`config.mk`:
```
export PLATFORM = sky130hd
export DESIGN_NAME = rll_key_loader
export DESIGN_NICKNAME = d
export VERILOG_FILES = /design/src/rtl/rll_key_pkg.sv /design/src/rtl/rll_key_shreg.sv /design/src/rtl/rll_key_loader.sv
export SDC_FILE = /design/constraint.sdc
export NUM_CORES = 1
export LEC_CHECK = 0
export ABC_CLOCK_PERIOD_IN_PS = 3800
export CORE_MARGIN = 5
export CORE_UTILIZATION = 48
export CTS_CLUSTER_DIAMETER = 80
export CTS_CLUSTER_SIZE = 20
export DETAILED_ROUTE_END_ITERATION = 10
export GPL_ROUTABILITY_DRIVEN = 1
export PLACE_DENSITY = 0.7
export SKIP_CTS_REPAIR_TIMING = 1
export SLEW_MARGIN = 0
export SYNTH_ARGS = -nofsm -noshare
export SYNTH_HDL_FRONTEND = slang
export SYNTH_SLANG_ARGS = --single-unit
```
`constraint.sdc`:
```
create_clock -name clk -period 3.8 [get_ports clk]
set_clock_uncertainty 0.1 [all_clocks]
set_input_delay 0.38 -clock clk [delete_from_list [all_inputs] [get_ports clk]]
set_output_delay 0.38 -clock clk [all_outputs]
set_load 0.02 [all_outputs]
```
`src/rtl/rll_key_pkg.sv`:
```
// rtl/rll_key_pkg.sv - shared types, defaults and parity helper for the RLL32 key loader
package rll_key_pkg;

    localparam int KEY_WIDTH_DEF = 32;
    localparam int PARITY_MAX_W  = 64;

    typedef enum logic [2:0] {
        IDLE,
        SHIFT,
        CHECK,
        LOCKED,
        ERROR
    } state_e;

    // Callers zero-extend into the fixed-width argument; padding zeros do not change the XOR.
    function automatic logic even_parity(input logic [PARITY_MAX_W-1:0] vec);
        return ^vec;
    endfunction

endpackage

```
`src/rtl/rll_key_shreg.sv`:
```
// rtl/rll_key_shreg.sv - indexed-write frame register with bit counter, clear and done flag
module rll_key_shreg #(
    parameter int W  = 32,
    parameter int CW = 6
) (
    input  logic         clk,
    input  logic         rst,
    input  logic         clr,
    input  logic         wr_en,
    input  logic         wr_bit,
    output logic [W-1:0] data,
    output logic         done
);

    localparam logic [CW-1:0] LAST = CW'(W - 1);

    logic [W-1:0]  data_q, data_d;
    logic [CW-1:0] cnt_q, cnt_d;

    // A clear in the same cycle as a write wins, so the write never counts as the last bit.
    assign done = wr_en && !clr && (cnt_q == LAST);
    assign data = data_q;

    always_comb begin
        data_d = data_q;
        cnt_d  = cnt_q;
        if (clr) begin
            data_d = '0;
            cnt_d  = '0;
        end else if (wr_en) begin
            for (int i = 0; i < W; i++) begin
                if (cnt_q == CW'(i)) begin
                    data_d[i] = wr_bit;
                end
            end
            if (cnt_q != LAST) begin
                cnt_d = cnt_q + CW'(1);
            end
        end
    end

    always_ff @(posedge clk) begin
        if (rst) begin
            data_q <= '0;
            cnt_q  <= '0;
        end else begin
            data_q <= data_d;
            cnt_q  <= cnt_d;
        end
    end

endmodule

```
`src/rtl/rll_key_loader.sv`:
```
// rtl/rll_key_loader.sv - serial key loader driving the RLL32 key inputs
// Optional trailing even-parity bit enabled by RLL_KEY_LOADER_PARITY_EN.
module rll_key_loader
    import rll_key_pkg::*;
#(
    parameter int                   KEY_WIDTH = KEY_WIDTH_DEF,
    parameter logic [KEY_WIDTH-1:0] DECOY_KEY = '0,
    parameter int                   ONE_TIME  = 1
) (
    input  logic                 clk,
    input  logic                 rst,
    input  logic                 load_start,
    input  logic                 sdi,
    input  logic                 sdi_valid,
    output logic                 sdi_ready,
    output logic [KEY_WIDTH-1:0] key_out,
    output logic                 key_valid,
    output logic                 busy,
    output logic                 err
);

`ifdef RLL_KEY_LOADER_PARITY_EN
    localparam int FRAME_LEN = KEY_WIDTH + 1;
`else
    localparam int FRAME_LEN = KEY_WIDTH;
`endif
    localparam int CW = $clog2(KEY_WIDTH + 1);

    state_e               state_q, state_d;
    logic                 sdi_ready_q, sdi_ready_d;
    logic [KEY_WIDTH-1:0] key_q, key_d;
    logic                 key_valid_q, key_valid_d;
    logic                 busy_q, busy_d;
    logic                 err_q, err_d;

    logic                 start;
    logic [FRAME_LEN-1:0] frame;
    logic                 frame_done;
    logic                 parity_ok;

    rll_key_shreg #(
        .W  (FRAME_LEN),
        .CW (CW)
    ) u_shreg (
        .clk    (clk),
        .rst    (rst),
        .clr    (start),
        .wr_en  (sdi_valid && sdi_ready_q),
        .wr_bit (sdi),
        .data   (frame),
        .done   (frame_done)
    );

`ifdef RLL_KEY_LOADER_PARITY_EN
    assign parity_ok = (even_parity({{(PARITY_MAX_W-KEY_WIDTH){1'b0}}, frame[KEY_WIDTH-1:0]})
                        == frame[KEY_WIDTH]);
`else
    assign parity_ok = 1'b1;
`endif

    always_comb begin
        state_d     = state_q;
        key_d       = key_q;
        key_valid_d = key_valid_q;
        err_d       = err_q;
        start       = 1'b0;
        case (state_q)
            IDLE: begin
                if (load_start) begin
                    state_d = SHIFT;
                    start   = 1'b1;
                end
            end
            SHIFT: begin
                if (load_start) begin
                    start = 1'b1;
                end else if (frame_done) begin
                    state_d = CHECK;
                end
            end
            CHECK: begin
                if (parity_ok) begin
                    state_d     = LOCKED;
                    key_d       = frame[KEY_WIDTH-1:0];
                    key_valid_d = 1'b1;
                end else begin
                    state_d     = ERROR;
                    err_d       = 1'b1;
                    key_d       = DECOY_KEY;
                    key_valid_d = 1'b0;
                end
            end
            LOCKED: begin
                // Reload drops the committed key on the same edge that re-enters SHIFT.
                if (ONE_TIME == 0 && load_start) begin
                    state_d     = SHIFT;
                    start       = 1'b1;
                    key_d       = DECOY_KEY;
                    key_valid_d = 1'b0;
                end
            end
            ERROR: begin
                if (load_start) begin
                    state_d = SHIFT;
                    start   = 1'b1;
                end
            end
            default: begin
                state_d     = IDLE;
                key_d       = DECOY_KEY;
                key_valid_d = 1'b0;
            end
        endcase
        sdi_ready_d = (state_d == SHIFT);
        busy_d      = (state_d == SHIFT) || (state_d == CHECK);
    end

    always_ff @(posedge clk) begin
        if (rst) begin
            state_q     <= IDLE;
            sdi_ready_q <= 1'b0;
            key_q       <= DECOY_KEY;
            key_valid_q <= 1'b0;
            busy_q      <= 1'b0;
            err_q       <= 1'b0;
        end else begin
            state_q     <= state_d;
            sdi_ready_q <= sdi_ready_d;
            key_q       <= key_d;
            key_valid_q <= key_valid_d;
            busy_q      <= busy_d;
            err_q       <= err_d;
        end
    end

    assign sdi_ready = sdi_ready_q;
    assign key_out   = key_q;
    assign key_valid = key_valid_q;
    assign busy      = busy_q;
    assign err       = err_q;

endmodule

```
==> results.sh <==
export IMPL_fmax_mhz=462
export IMPL_yosys_area_share_simple_pct=13.8
export IMPL_power_share_switching_pct=23.3
export IMPL_number_of_enable_flip_flop_cells_after_synthesis=0
export IMPL_power_share_sequential_pct=54.3
export IMPL_synth_fp_nets=353
export IMPL_comb_power_share_pct=3.9
export IMPL_most_common_cell_after_layout_fill_and_taps_aside="sky130_fd_sc_hd__dfxtp_1"
export IMPL_p_sw_w=0.000345
export IMPL_worst_skew_pair_late_latency_ns=0.34
export IMPL_clk_network_pwr_share_pct=41.8
export IMPL_drt_initial_drc_count=223
export IMPL_hold_class="reg2reg"
export IMPL_worst_setup_path_start_kind="flip-flop"
export IMPL_postRouteWirelength_mm=7.35
export IMPL_gp_congestion=0.841
export IMPL_run_status="finished, final reports clean"
export IMPL_post_synth_main_area_contributors="sky130_fd_sc_hd__dfxtp_1 (45%), sky130_fd_sc_hd__mux2i_1 (10%), sky130_fd_sc_hd__o211ai_1 (8.2%)"
export IMPL_synth_seq_cells=76
export IMPL_worst_ep_arrival_time_ns=2.33
export IMPL_grt_pass1_wl_mm=12.4
export IMPL_post_route_drc_count=0
export IMPL_number_of_global_route_vias_before_repair=2473
export IMPL_finalInstanceArea_sq_mm=0.00387
export IMPL_wl_per_cell_um=16.0
export IMPL_drt_first_pass_iters=4
export IMPL_timing_hold_ws_ns=0.396
export IMPL_ys_async_sr_fraction_pct=0
export IMPL_clkSlewWorstSetupHoldPaths_ns=0.08
export IMPL_total_leakage_power_nw=1.45
export IMPL_grt_start_max_net_pins=40
export IMPL_core_area_sq_mm=0.00683
export IMPL_critical_path_peak_fanout=24
export IMPL_flow_area_growth_from_synthesis_pct=13.9
export IMPL_clock_sink_count=76
export IMPL_timing_critical_path_required_ns=3.96
export IMPL_timing_worst_setup_path_type="reg2reg"
export IMPL_vias_per_cell=5.69
export IMPL_drv_max_cap_violation_count=0
export IMPL_min_period_ns=2.16
export IMPL_synth_area_per_inst_sq_um=9.88
export IMPL_grt_setup_unrepaired="false"
export IMPL_dpl_hpwl_mm=4.69
export IMPL_timing_setup_tns_ns=0
export IMPL_ys_warnings_count=0
export IMPL_p_per_area_mw_per_mm2=383
export IMPL_dieHeight_um=94.1
export IMPL_clk_path_buf_depth=2
export IMPL_synth_flop_cell="sky130_fd_sc_hd__dfxtp_1"
export IMPL_tritoncts="yes"
export IMPL_post_dp_cell_area_sq_mm=0.00367
export IMPL_initial_core_util_pct=49.7
export IMPL_internal_power_w=0.00114
export IMPL_cts_root_buffer="sky130_fd_sc_hd__clkbuf_8"
export IMPL_dominant_combinational_cell_family_by_area_after_synthesis="compound AO/OA/AOI/OAI gates"
export IMPL_yosysSeqAreaShare_pct=44.8
export IMPL_antenna_found_initial=0
export IMPL_synth_adder_area_share_pct=1.47
export IMPL_number_of_instances_in_the_synthesized_netlist=344
export IMPL_design_final_nets=369
export IMPL_synth_xor_area_share_pct=0
export IMPL_io_pins=41
export IMPL_cts_buffers=9
export IMPL_irDropWorstVdd_mv=0.220
export IMPL_slew_headroom_pct=34.2
export IMPL_synth_cell_type_count=37
export IMPL_final_util_pct=56.7
export IMPL_synth_compound_gate_area_share_pct=20.2
export IMPL_grt_remaining_overflow=0
export IMPL_die_x_um=94.1
export IMPL_floorplan_die_area_sq_mm=0.00886
export IMPL_total_power_after_layout_w=0.00148
export IMPL_vias=2624
export IMPL_tightestPinTransition_ns=0.983
export IMPL_layout_drive_gt1_share_pct=9.04
export IMPL_critical_path_endpoint_type="flip-flop"
export IMPL_finalMaxSlewViolations=0
export IMPL_endpoints_failing_setup=0
export IMPL_insertedDiodeCount=0
export IMPL_synthMuxAreaShare_pct=10.4
export IMPL_combined_global_route_utilization_of_all_metal_layers_pct=17.7
export IMPL_std_cell_rows=30
export IMPL_min_period_over_period_pct=57.0
export IMPL_post_synthesis_instance_area_sq_mm=0.00340
export IMPL_synth_largest_type_area_fraction_pct=44.8
export IMPL_yosys_area_top_type="sky130_fd_sc_hd__dfxtp_1"
export IMPL_antenna_left=0
export IMPL_portBuffers=39
export IMPL_htree_num_levels=3
export IMPL_finalHoldViolations=0
export IMPL_mostFrequentLayoutCells="sky130_fd_sc_hd__dfxtp_1 (76), sky130_fd_sc_hd__nor2_1 (39), sky130_fd_sc_hd__clkdlybuf4s50_1 (39), sky130_fd_sc_hd__o211ai_1 (37), sky130_fd_sc_hd__mux2i_1 (34)"
export IMPL_fill_cells=626
-- layer usage --
layer | GRT usage, % | part of all wire (%)
met4 | 6.98 | 1.4
met5 | 0 | 0
met3 | 3.85 | 5.2
met1 | 24.9 | 47
met2 | 26.2 | 47
-- power groups by stage --
| stage | clock [W] | sequential (W) | combinational (W) |
|---|---|---|---|
| 4_1_cts | 0.000632 | 0.000805 | 0.0000573 |
| 5_1_grt | 0.000671 | 0.000806 | 0.0000628 |
| 3_3_place_gp | 0 | 0.000824 | 0.0000567 |
| 2_1_floorplan | 0 | 0.000822 | 0.0000467 |
| 3_5_place_dp | 0 | 0.000824 | 0.0000573 |
| 6_report | 0.000620 | 0.000805 | 0.0000576 |
-- logic make-up after synthesis --
logic type      after synthesis
simple gates                 96
compound gates               86
flops                        76
buf+inv                      46
mux                          35
fa+ha+maj                     4
other cells                   1
-- through the flow --
step                      std cells  setup slack [ns]
after floorplan                 344              2.40
after global placement          445              1.37
after detailed placement        445              1.28
after CTS                       461              1.64
after global routing            461              1.47
final                           461              1.64
-- worst max-delay path: stages, from the launching register on --
cell and delay (ns):
sky130_fd_sc_hd__dfxtp_1 0.53, sky130_fd_sc_hd__and2_1 0.71, sky130_fd_sc_hd__buf_4 0.42, sky130_fd_sc_hd__o211ai_1 0.15, sky130_fd_sc_hd__mux2i_1 0.17
-- final cells by class --
class | count | area, sq um | share of cell area [%]
Clock inverter | 6 | 63.8 | 1.65
Timing Repair Buffer | 45 | 435 | 11.2
Clock buffer | 10 | 138 | 3.56
Tap cell | 96 | 120 | 3.10
Inverter | 6 | 22.5 | 0.582
Multi-Input combinational cell | 222 | 1570 | 40.6
Sequential cell | 76 | 1520 | 39.3
-- state kept, by name, summed over array words and instances (netlist names) --
| name | flops |
|---|---|
| u_shreg.cnt_q | 6 |
| key_out | 32 |
| key_valid | 1 |
| u_shreg.data | 32 |
| sdi_ready | 1 |
| state_q | 3 |
| busy | 1 |
-- worst paths after layout --
check | from | end | slack, ns | cells after the start
worst max-delay path | state_q[0]$_SDFF_PP0_ | u_shreg.data[12]$_SDFFE_PP0P_ | 1.64 | 4
worst min register to register | key_valid$_SDFFE_PP0N_ | key_valid$_SDFFE_PP0N_ | 0.40 | 2
worst min-delay path | key_valid$_SDFFE_PP0N_ | key_valid$_SDFFE_PP0N_ | 0.40 | 2
worst max register to register | state_q[0]$_SDFF_PP0_ | u_shreg.data[12]$_SDFFE_PP0P_ | 1.64 | 4
-- cell usage after synthesis, types with 2 or more instances --
master and instances:
sky130_fd_sc_hd__mux2i_1 34, sky130_fd_sc_hd__nand4_1 2, sky130_fd_sc_hd__nand3_1 33, sky130_fd_sc_hd__and3_1 5, sky130_fd_sc_hd__clkbuf_2 3, sky130_fd_sc_hd__dfxtp_1 76
sky130_fd_sc_hd__nor2_1 39, sky130_fd_sc_hd__a22oi_2 4, sky130_fd_sc_hd__a21oi_1 5, sky130_fd_sc_hd__buf_2 7, sky130_fd_sc_hd__ha_1 4, sky130_fd_sc_hd__nor2b_1 4
sky130_fd_sc_hd__and2_1 3, sky130_fd_sc_hd__o211ai_1 37, sky130_fd_sc_hd__inv_1 6, sky130_fd_sc_hd__buf_4 14, sky130_fd_sc_hd__nand2_1 3, sky130_fd_sc_hd__nor3_1 2
sky130_fd_sc_hd__a211oi_1 2, sky130_fd_sc_hd__a22oi_1 28, sky130_fd_sc_hd__clkbuf_1 6, sky130_fd_sc_hd__buf_6 10, sky130_fd_sc_hd__o21ai_0 3
(Power assumes the default switching activity.)
